### config.mk
export PLATFORM = sky130hd
export DESIGN_NAME = ddr2_ras_log_poller
export DESIGN_NICKNAME = d
export VERILOG_FILES = /design/src/rtl/ddr2_ras_pkg.sv /design/src/rtl/ddr2_ras_log_fifo.sv /design/src/rtl/ddr2_ras_log_poller.sv
export SDC_FILE = /design/constraint.sdc
export NUM_CORES = 1
export LEC_CHECK = 0
export CORE_AREA = 2 2 234 408
export CTS_BUF_LIST = sky130_fd_sc_hd__clkbuf_8 sky130_fd_sc_hd__clkbuf_16
export CTS_CLUSTER_DIAMETER = 100
export CTS_CLUSTER_SIZE = 10
export DETAILED_ROUTE_END_ITERATION = 12
export DIE_AREA = 0 0 236 410
export GPL_TIMING_DRIVEN = 0
export PLACE_DENSITY = 0.58
export SETUP_SLACK_MARGIN = 0.5
export SYNTH_ARGS = -nofsm -noshare
export SYNTH_HDL_FRONTEND = slang
export SYNTH_SLANG_ARGS = --single-unit
### constraint.sdc
create_clock -name clk -period 3.2 [get_ports clk]
set_input_delay 0.64 -clock clk [delete_from_list [all_inputs] [get_ports clk]]
set_output_delay 0.64 -clock clk [all_outputs]
set_load 0.1 [all_outputs]
### src/rtl/ddr2_ras_pkg.sv
// Shared definitions for the DDR2 RAS error-log poller: CSR offsets,
// the log entry layout and the read-sequence state encoding.
package ddr2_ras_pkg;

  localparam logic [7:0] RAS_TOTC   = 8'h00;
  localparam logic [7:0] RAS_TOTU   = 8'h04;
  localparam logic [7:0] RAS_CTX    = 8'h08;
  localparam logic [7:0] RAS_ADDR   = 8'h0C;
  localparam logic [7:0] RAS_STATUS = 8'h20;

  typedef struct packed {
    logic        err_type;
    logic [3:0]  rank;
    logic [7:0]  syndrome;
    logic [31:0] addr;
    logic [31:0] totc;
    logic [31:0] totu;
  } ras_log_entry_t;

  typedef enum logic [2:0] {
    ST_IDLE    = 3'd0,
    ST_RD_TOTC = 3'd1,
    ST_RD_TOTU = 3'd2,
    ST_RD_CTX  = 3'd3,
    ST_RD_ADDR = 3'd4,
    ST_COMMIT  = 3'd5
  } ras_state_e;

  function automatic ras_log_entry_t ras_make_entry(
    input logic        err_type,
    input logic [3:0]  rank,
    input logic [7:0]  syndrome,
    input logic [31:0] addr,
    input logic [31:0] totc,
    input logic [31:0] totu
  );
    ras_log_entry_t e;
    e.err_type = err_type;
    e.rank     = rank;
    e.syndrome = syndrome;
    e.addr     = addr;
    e.totc     = totc;
    e.totu     = totu;
    return e;
  endfunction

endpackage

### src/rtl/ddr2_ras_log_fifo.sv
// First-word-fall-through FIFO of RAS log entries; push while full is
// accepted only when the head is popped in the same cycle.
module ddr2_ras_log_fifo
  import ddr2_ras_pkg::*;
#(
  parameter int DEPTH = 4
) (
  input  logic           clk,
  input  logic           reset_n,
  input  logic           push_i,
  input  ras_log_entry_t entry_i,
  input  logic           pop_i,
  output ras_log_entry_t head_o,
  output logic           full_o,
  output logic           empty_o
);

  localparam int AW = (DEPTH > 1) ? $clog2(DEPTH) : 1;
  localparam logic [AW:0] CNT_FULL = (AW+1)'(DEPTH);
  localparam logic [AW:0] CNT_ONE  = (AW+1)'(1);
  localparam logic [AW-1:0] PTR_ONE = AW'(1);

  ras_log_entry_t mem_q [DEPTH];
  logic [AW-1:0]  wr_ptr_q;
  logic [AW-1:0]  rd_ptr_q;
  logic [AW:0]    count_q;
  logic           do_push_s;
  logic           do_pop_s;

  assign do_pop_s  = pop_i & (count_q != {(AW+1){1'b0}});
  assign do_push_s = push_i & ((count_q != CNT_FULL) | do_pop_s);

  assign head_o  = mem_q[rd_ptr_q];
  assign full_o  = (count_q == CNT_FULL);
  assign empty_o = (count_q == {(AW+1){1'b0}});

  // Storage, pointers and occupancy
  always_ff @(posedge clk or negedge reset_n) begin
    if (!reset_n) begin
      for (int i = 0; i < DEPTH; i++) begin
        mem_q[i] <= '0;
      end
      wr_ptr_q <= {AW{1'b0}};
      rd_ptr_q <= {AW{1'b0}};
      count_q  <= {(AW+1){1'b0}};
    end else begin
      if (do_push_s) begin
        mem_q[wr_ptr_q] <= entry_i;
        wr_ptr_q        <= wr_ptr_q + PTR_ONE;
      end
      if (do_pop_s) begin
        rd_ptr_q <= rd_ptr_q + PTR_ONE;
      end
      case ({do_push_s, do_pop_s})
        2'b10:   count_q <= count_q + CNT_ONE;
        2'b01:   count_q <= count_q - CNT_ONE;
        default: count_q <= count_q;
      endcase
    end
  end

endmodule

### src/rtl/ddr2_ras_log_poller.sv
// Walks the RAS ECC CSRs on an IRQ edge or poll-timer expiry and logs an
// entry into a FWFT FIFO when the totals changed or an IRQ forced the read.
module ddr2_ras_log_poller
  import ddr2_ras_pkg::*;
#(
  parameter int ADDR_WIDTH    = 25,
  parameter int POLL_INTERVAL = 1024,
  parameter int LOG_DEPTH     = 4
) (
  input  logic                  clk,
  input  logic                  reset_n,
  input  logic                  poll_enable,
  input  logic                  irq_ecc_corr,
  input  logic                  irq_ecc_uncorr,
  output logic [7:0]            reg_addr,
  input  logic [31:0]           reg_data_in,
  output logic                  log_valid,
  input  logic                  log_ready,
  output logic                  log_type,
  output logic [3:0]            log_rank,
  output logic [7:0]            log_syndrome,
  output logic [ADDR_WIDTH-1:0] log_addr,
  output logic [31:0]           log_total_corr,
  output logic [31:0]           log_total_uncorr,
  output logic [15:0]           overflow_cnt,
  output logic                  busy
);

  localparam int TW = (POLL_INTERVAL > 1) ? $clog2(POLL_INTERVAL) : 1;
  localparam logic [TW-1:0] TIMER_RELOAD = TW'(POLL_INTERVAL - 1);
  localparam logic [TW-1:0] TIMER_ONE    = TW'(1);

  ras_state_e            state_q;
  logic [7:0]            reg_addr_q;
  logic                  busy_q;
  logic                  forced_q;
  logic [31:0]           totc_q;
  logic [31:0]           totu_q;
  logic                  ctx_type_q;
  logic [3:0]            ctx_rank_q;
  logic [7:0]            ctx_syn_q;
  logic [ADDR_WIDTH-1:0] addr_q;
  logic [31:0]           last_corr_q;
  logic [31:0]           last_uncorr_q;
  logic [15:0]           ovf_q;
  logic [TW-1:0]         timer_q;
  logic [TW-1:0]         timer_d;
  logic                  poll_pend_q;
  logic                  poll_pend_d;
  logic                  irq_pend_q;
  logic                  irq_pend_d;
  logic                  irq_corr_q;
  logic                  irq_uncorr_q;

  logic                  poll_fire_s;
  logic                  irq_rise_s;
  logic                  start_s;
  logic                  produce_s;
  logic                  push_s;
  logic                  drop_s;
  logic                  pop_s;
  logic                  fifo_full_s;
  logic                  fifo_empty_s;
  ras_log_entry_t        entry_s;
  ras_log_entry_t        head_s;
  logic                  unused_addr_s;

  // Poll timer next state: counts down only while enabled, fires at zero
  always_comb begin
    timer_d     = timer_q;
    poll_fire_s = 1'b0;
    if (poll_enable) begin
      if (timer_q == {TW{1'b0}}) begin
        timer_d     = TIMER_RELOAD;
        poll_fire_s = 1'b1;
      end else begin
        timer_d     = timer_q - TIMER_ONE;
        poll_fire_s = 1'b0;
      end
    end else begin
      timer_d     = timer_q;
      poll_fire_s = 1'b0;
    end
  end

  assign irq_rise_s = (irq_ecc_corr & ~irq_corr_q) | (irq_ecc_uncorr & ~irq_uncorr_q);
  assign start_s    = (state_q == ST_IDLE) & (irq_pend_q | poll_pend_q);
  // A new event in the same cycle a sequence starts must not be lost
  assign irq_pend_d  = (irq_pend_q & ~start_s) | irq_rise_s;
  assign poll_pend_d = (poll_pend_q & ~start_s) | poll_fire_s;

  assign produce_s = (state_q == ST_COMMIT) &
                     (forced_q | (totc_q != last_corr_q) | (totu_q != last_uncorr_q));
  assign pop_s     = ~fifo_empty_s & log_ready;
  assign push_s    = produce_s & (~fifo_full_s | pop_s);
  assign drop_s    = produce_s & fifo_full_s & ~pop_s;

  assign entry_s = ras_make_entry(ctx_type_q, ctx_rank_q, ctx_syn_q,
                                  32'(addr_q), totc_q, totu_q);

  // Trigger sources: timer, pend flags and IRQ edge history
  always_ff @(posedge clk or negedge reset_n) begin
    if (!reset_n) begin
      timer_q      <= TIMER_RELOAD;
      poll_pend_q  <= 1'b0;
      irq_pend_q   <= 1'b0;
      irq_corr_q   <= 1'b0;
      irq_uncorr_q <= 1'b0;
    end else begin
      timer_q      <= timer_d;
      poll_pend_q  <= poll_pend_d;
      irq_pend_q   <= irq_pend_d;
      irq_corr_q   <= irq_ecc_corr;
      irq_uncorr_q <= irq_ecc_uncorr;
    end
  end

  // CSR read sequencer with registered address and busy
  always_ff @(posedge clk or negedge reset_n) begin
    if (!reset_n) begin
      state_q       <= ST_IDLE;
      reg_addr_q    <= RAS_TOTC;
      busy_q        <= 1'b0;
      forced_q      <= 1'b0;
      totc_q        <= 32'd0;
      totu_q        <= 32'd0;
      ctx_type_q    <= 1'b0;
      ctx_rank_q    <= 4'd0;
      ctx_syn_q     <= 8'd0;
      addr_q        <= {ADDR_WIDTH{1'b0}};
      last_corr_q   <= 32'd0;
      last_uncorr_q <= 32'd0;
    end else begin
      case (state_q)
        ST_IDLE: begin
          if (start_s) begin
            state_q    <= ST_RD_TOTC;
            reg_addr_q <= RAS_TOTC;
            busy_q     <= 1'b1;
            forced_q   <= irq_pend_q;
          end
        end
        ST_RD_TOTC: begin
          totc_q     <= reg_data_in;
          state_q    <= ST_RD_TOTU;
          reg_addr_q <= RAS_TOTU;
        end
        ST_RD_TOTU: begin
          totu_q     <= reg_data_in;
          state_q    <= ST_RD_CTX;
          reg_addr_q <= RAS_CTX;
        end
        ST_RD_CTX: begin
          ctx_type_q <= reg_data_in[31];
          ctx_rank_q <= reg_data_in[15:12];
          ctx_syn_q  <= reg_data_in[7:0];
          state_q    <= ST_RD_ADDR;
          reg_addr_q <= RAS_ADDR;
        end
        ST_RD_ADDR: begin
          addr_q     <= reg_data_in[ADDR_WIDTH-1:0];
          state_q    <= ST_COMMIT;
          reg_addr_q <= RAS_TOTC;
        end
        ST_COMMIT: begin
          // Dropped entries still advance the baseline so a full FIFO cannot re-log them
          if (produce_s) begin
            last_corr_q   <= totc_q;
            last_uncorr_q <= totu_q;
          end
          state_q    <= ST_IDLE;
          reg_addr_q <= RAS_TOTC;
          busy_q     <= 1'b0;
        end
        default: begin
          state_q    <= ST_IDLE;
          reg_addr_q <= RAS_TOTC;
          busy_q     <= 1'b0;
        end
      endcase
    end
  end

  // Saturating count of entries lost to a full FIFO
  always_ff @(posedge clk or negedge reset_n) begin
    if (!reset_n) begin
      ovf_q <= 16'd0;
    end else if (drop_s && (ovf_q != 16'hFFFF)) begin
      ovf_q <= ovf_q + 16'd1;
    end
  end

  ddr2_ras_log_fifo #(
    .DEPTH (LOG_DEPTH)
  ) u_fifo (
    .clk     (clk),
    .reset_n (reset_n),
    .push_i  (push_s),
    .entry_i (entry_s),
    .pop_i   (pop_s),
    .head_o  (head_s),
    .full_o  (fifo_full_s),
    .empty_o (fifo_empty_s)
  );

  assign unused_addr_s = |(head_s.addr >> ADDR_WIDTH);

  assign reg_addr         = reg_addr_q;
  assign busy             = busy_q;
  assign overflow_cnt     = ovf_q;
  assign log_valid        = ~fifo_empty_s;
  assign log_type         = head_s.err_type;
  assign log_rank         = head_s.rank;
  assign log_syndrome     = head_s.syndrome;
  assign log_addr         = head_s.addr[ADDR_WIDTH-1:0];
  assign log_total_corr   = head_s.totc;
  assign log_total_uncorr = head_s.totu;

endmodule

# Yosys cells after proc, flatten, opt, wreduce, memory -nomap -nowiden
# Index checks and enable logic that the tools add are counted.
# totals
regBits	652
out_inout_bits	128
elab_cells	123
# classes
n_eq_ne	13
n_mux	16
n_addsub	6
n_reduce_logical	11
n_bitwise	29
magnitude_cmp	3
# ops
cell	count
436-bit bitwise mux	1
109-bit two-way mux	3
109-bit binary-select mux with 2-bit select	1
109-bit demux with 2-bit select	1
32-bit != test	2
8-bit case mux with 4 select lines	1
16-bit by 1-bit adder with 16-bit output, second input constant	1
16-bit != test, second input constant	1
3-bit case mux with 5 select lines	1
1-bit AND	12
10-bit logical NOT	1
10-bit two-way mux	1
10-bit by 1-bit subtractor with 10-bit output, second input constant	1
3-bit == test, second input constant	3
8-bit two-way mux	1
1-bit OR	8
1-bit inverter	7
3-bit by 2-bit == test with 1-bit output, second input constant	2
3-bit greater-or-equal comparator, second input constant	2
3-bit logical NOT	2
2-bit inverter with 3-bit output	2
3-bit case mux with 2 select lines	1
2-bit AND reduction	3
2-bit by 1-bit adder with 2-bit output, second input constant	2
other kinds (15)	18

# Depth between registers and ports, before layout
# depth
ltp_word	8
depth_mapped	13
mapped_depth_nobuf	13

# Cells and area by module
# Synthesis repeated with hierarchy kept, for this count alone.
# hier_totals
cells_unflattened	1773
hier_area_um2	28074.4
# modules_own_cells
mod	seq_area_each_um2	cells_each	area_each_um2	instances
ddr2_ras_log_fifo	11085.6	1105	19193.4	1
ddr2_ras_log_poller	5092.4	668	8881.0	1

# Least setup slack after synthesis
# OpenSTA, ideal clock, no wires.
# synth_path
kind	register to register
from	reg totc_q[27]
to	reg u_fifo.count_q[2]
arrival_time_ns	3.092
stages_incl_launch_ff	14
slack_ns	0.028
path_cell_list	dfrtp_1 nor2b_1 a2111o_1 or4_1 nor4_1 a31oi_1 and2_1 inv_1 ha_1 inv_1 fa_1 xor2_1 nor2_1 xor2_1
# synth_via
elab_chain_len	8
word_cells_on_any_way	10
# synth_lines
item	line_no	rtl
from (decl)	ddr2_ras_log_poller.sv:37	logic [31:0] totc_q;
from (signal assigned)	ddr2_ras_log_poller.sv:144	totc_q <= reg_data_in;
32-bit != test *	ddr2_ras_log_poller.sv:93	(forced_q | (totc_q != last_corr_q) | (totu_q != last_uncorr_q));
1-bit OR * (2 in series)	ddr2_ras_log_poller.sv:93	
1-bit AND *	ddr2_ras_log_poller.sv:92	assign produce_s = (state_q == ST_COMMIT) &
1-bit AND *	ddr2_ras_log_poller.sv:95	assign push_s = produce_s & (~fifo_full_s | pop_s);
1-bit AND *	ddr2_ras_log_fifo.sv:31	assign do_push_s = push_i & ((count_q != CNT_FULL) | do_pop_s);
2-bit by 1-bit == test with 1-bit output or 2-bit == test (tied branches)	ddr2_ras_log_fifo.sv:54	case ({do_push_s, do_pop_s})
3-bit case mux with 2 select lines or 2-bit nonzero test (tied branches)	n/a	
to (signal assigned)	ddr2_ras_log_fifo.sv:55	2'b10: count_q <= count_q + CNT_ONE;
to (signal assigned)	ddr2_ras_log_fifo.sv:56	2'b01: count_q <= count_q - CNT_ONE;
to (signal assigned)	ddr2_ras_log_fifo.sv:57	default: count_q <= count_q;
to (decl)	ddr2_ras_log_fifo.sv:26	logic [AW:0] count_q;
# Every way passes the cells marked *; elsewhere a longest branch is shown, timed or not.
# A chain may end at the register's enable or synchronous reset.

# Final worst setup path
# layout_path
from	reg totc_q[30]
to	reg last_uncorr_q[25]
# layout_via
elab_chain_len	5
# layout_lines
item	line_no	rtl
32-bit != test	ddr2_ras_log_poller.sv:93	
1-bit OR (2 in series)	ddr2_ras_log_poller.sv:93	
1-bit AND	ddr2_ras_log_poller.sv:92	
2-bit AND reduction (no source line)	n/a	
to (signal assigned)	ddr2_ras_log_poller.sv:169	last_uncorr_q <= totu_q;
to (decl)	ddr2_ras_log_poller.sv:44	logic [31:0] last_uncorr_q;
# Every way passes these cells.

==> flow_metrics.tcl <==
set metrics [dict create \
    drive_above_1_share_pct 51.5 \
    fp.dieArea_um2 96800 \
    finalCritPeriodShare_pct 99.5 \
    async_reset_ff_share_pct 100 \
    layout.nets 1993 \
    yosysWarnings 0 \
    seq_area_frac_synth_pct 55.6 \
    hp-class "in -> async" \
    wl_per_cell_um 25.2 \
    clkLatencyLatePin_ns 0.63 \
    synth_top_family_by_area "multiplexers" \
    finalSetupViolCount 0 \
    crit_chain "xor2_1 -> nor4_4 -> nand4_1 -> nor4_4 -> a31oi_4 -> clkbuf_2 -> buf_1 -> mux2_2" \
    overflow 0 \
    fin_crit_ns 3.18 \
    fmax_mhz 314 \
    reg2reg_slack_ns 0.02 \
    fp-row-count 149 \
    portBuffers 159 \
    fin_skew_ns 0.0275 \
    synthTopCellsByArea "dfrtp_1 (55%), mux2_4 (17%), mux2_2 (9.6%)" \
    critPathSlowestCell "xor2_1" \
    synth_cell_type_count 42 \
    grt_pass1_vias 17500 \
    synth_simple_gate_area_share_pct 2.47 \
    htreeDepth 3 \
    ys_top_cells_by_count "dfrtp_1 (608), mux2_4 (320), mux2_2 (238)" \
    drt-total-wl_um 79700 \
    syn_area_um2 27800 \
    die_x_um 236 \
    cp-start-kind "register" \
    track_usage_pct 16.8 \
    crit_top_cell "nor4_4" \
    grt_max_degree 127 \
    synth_xor_area_share_pct 2.46 \
    die_h_um 410 \
    final.setup.worst_slack_ns 0.0157 \
    reg2reg_depth 8 \
    cts_made_buffers 72 \
    cap_violations 0 \
    ant_nets 0 \
    synth_compound_area_share_pct 0.958 \
    yosys.area_share.adder_pct 0.387 \
    viasPerCell 4.83 \
    yosys.area.top_type "dfrtp_1" \
    cts_tree "yes" \
    start_util_pct 29.7 \
    final_util_pct 36.6 \
    clockRootBuffer "clkbuf_16" \
    synthCells 1672 \
    critPathKind "reg -> reg" \
    drc_errors 0 \
    vias 15300 \
    clk_path_buf_depth 3 \
    cts.sinks 618 \
    synth-main-ff-cell "dfrtp_1" \
    drtIter0Drc 782 \
    synth_mux_area_share_pct 35.2 \
    path_max_fanout 10 \
    dp_hpwl_um 55600 \
    cp.arrival_ns 3.68 \
    crit_required_ns 3.70 \
    drv_slew 0 \
    path_clk_slew_ns 0.06 \
    status "finished clean" \
    ys_ff_latch 618 \
    synth-edff-count 0 \
    synth_top_area_share_pct 54.7 \
    rsz0062_at_grt "true" \
    drtPass1Iterations 5 \
    worst_slew_pin_slew_ns 1.25 \
    yosysMostFrequentCell "dfrtp_1" \
    place.gp.congestion 0.822 \
    avgSynthCellArea_um2 16.6 \
    area_delta_synth_final_pct 23.5 \
    ios 166 \
    antenna_found_initial 2 \
    hold_viol 0 \
    core-area_um2 93800 \
    pre_cts_ws_ns -1.01 \
    slowest_delay_ns 0.57 \
    grt_pass1_wl_um 120000 \
    relSlewSlack_pct 16.9 \
    cp-end-kind "register" \
]
logic make-up (layout without fill, tap and decap cells):
group                      Yosys count  count (layout)
other                                1               7
adders and majority gates            8               8
and+or+nand+nor                    129             129
buffers and inverters              132             415
DFF                                618             618
AOI/OAI and AO/OA                   45              45
muxes                              661             661
xor gates and xnor gates            78              78
worst max-delay path, delay by kind of cell, from the launching register on:
family,cells,cell delay (ns)
buffers and inverters,2,0.95
XOR/XNOR,1,0.57
flip-flops,1,0.47
multiplexers,1,0.40
AND/OR/NAND/NOR,3,0.35
AO/OA/AOI/OAI,1,0.29
layout make-up:
| type | instances | area (um2) |
|---|---|---|
| Antenna cell | 1 | 2.50 |
| Buffer | 99 | 1090 |
| Clock buffer | 75 | 1880 |
| Clock inverter | 12 | 66.3 |
| Fill cell | 8736 | 59400 |
| Inverter | 33 | 126 |
| Multi-Input combinational cell | 927 | 11800 |
| Sequential cell | 618 | 15500 |
| Tap cell | 1208 | 1510 |
| Timing Repair Buffer | 196 | 2440 |
placed cells by master, fill, tap and decap left out, types with 35 or more instances in the layout:
master / count
buf_4: 35
buf_6: 48
buf_8: 40
clkbuf_16: 83
clkdlybuf4s50_1: 56
dfrtp_1: 594
inv_1: 38
mux2_2: 238
mux2_4: 320
mux4_2: 102
nand2_1: 39
xnor2_1: 36
xor2_1: 40
state kept, by name, indices dropped and copies added, names as in the netlist, 3 cells and up:
register        count
ctx_rank_q          4
addr_q             25
u_fifo.count_q      3
totc_q             32
ctx_syn_q           8
timer_q            10
last_uncorr_q      32
last_corr_q        32
u_fifo.mem_q      408
state_q             3
overflow_cnt       16
totu_q             32
per-stage QoR:
step / area [um2] / setup TNS [ns] / hold slack (ns) / std cells
after floorplan: 27900 / 0 / 0.344 / 1677
after global placement: 31000 / - / 0.462 / 3044
after detailed placement: 31100 / -232.37 / 0.468 / 3050
after CTS: 34200 / 0 / 0.0315 / 3167
after global routing: 34400 / 0 / 0.0541 / 3169
final: 34400 / 0 / 0.00431 / 3169
worst paths after layout:
| check | startpoint | endpoint |
|---|---|---|
| max in group asynchronous | reset_n | u_fifo.mem_q[355] |
| worst max register to register | totc_q[30] | last_uncorr_q[25] |
| min in group clk | irq_uncorr_q | irq_pend_q |
| worst min register to register | irq_uncorr_q | irq_pend_q |
| worst min-delay path | reset_n | u_fifo.mem_q[182] |
| worst max-delay path | totc_q[30] | last_uncorr_q[25] |
what timing repair did:
item	CTS	global route
endpoints found under the setup margin	643	649
hold buffers	2	0
cloned	9	0
buffers inserted	19	1
pin swaps	7	9
hold endpoints to repair	58	0
gates resized for setup	831	37
layer usage:
metal / vias up / GRT usage [%] / share of wire (%)
met1: 8281 / 19.9 / 40
met5: - / 0 / 0
li1: 6552 / - / -
met4: 0 / 7.30 / 4.1
met3: 127 / 2.69 / 3.5
met2: 346 / 29.9 / 53
Power is left out: the tool's default activity adds up to more than one toggle a clock period on the data nets, which glitch-free logic cannot reach.
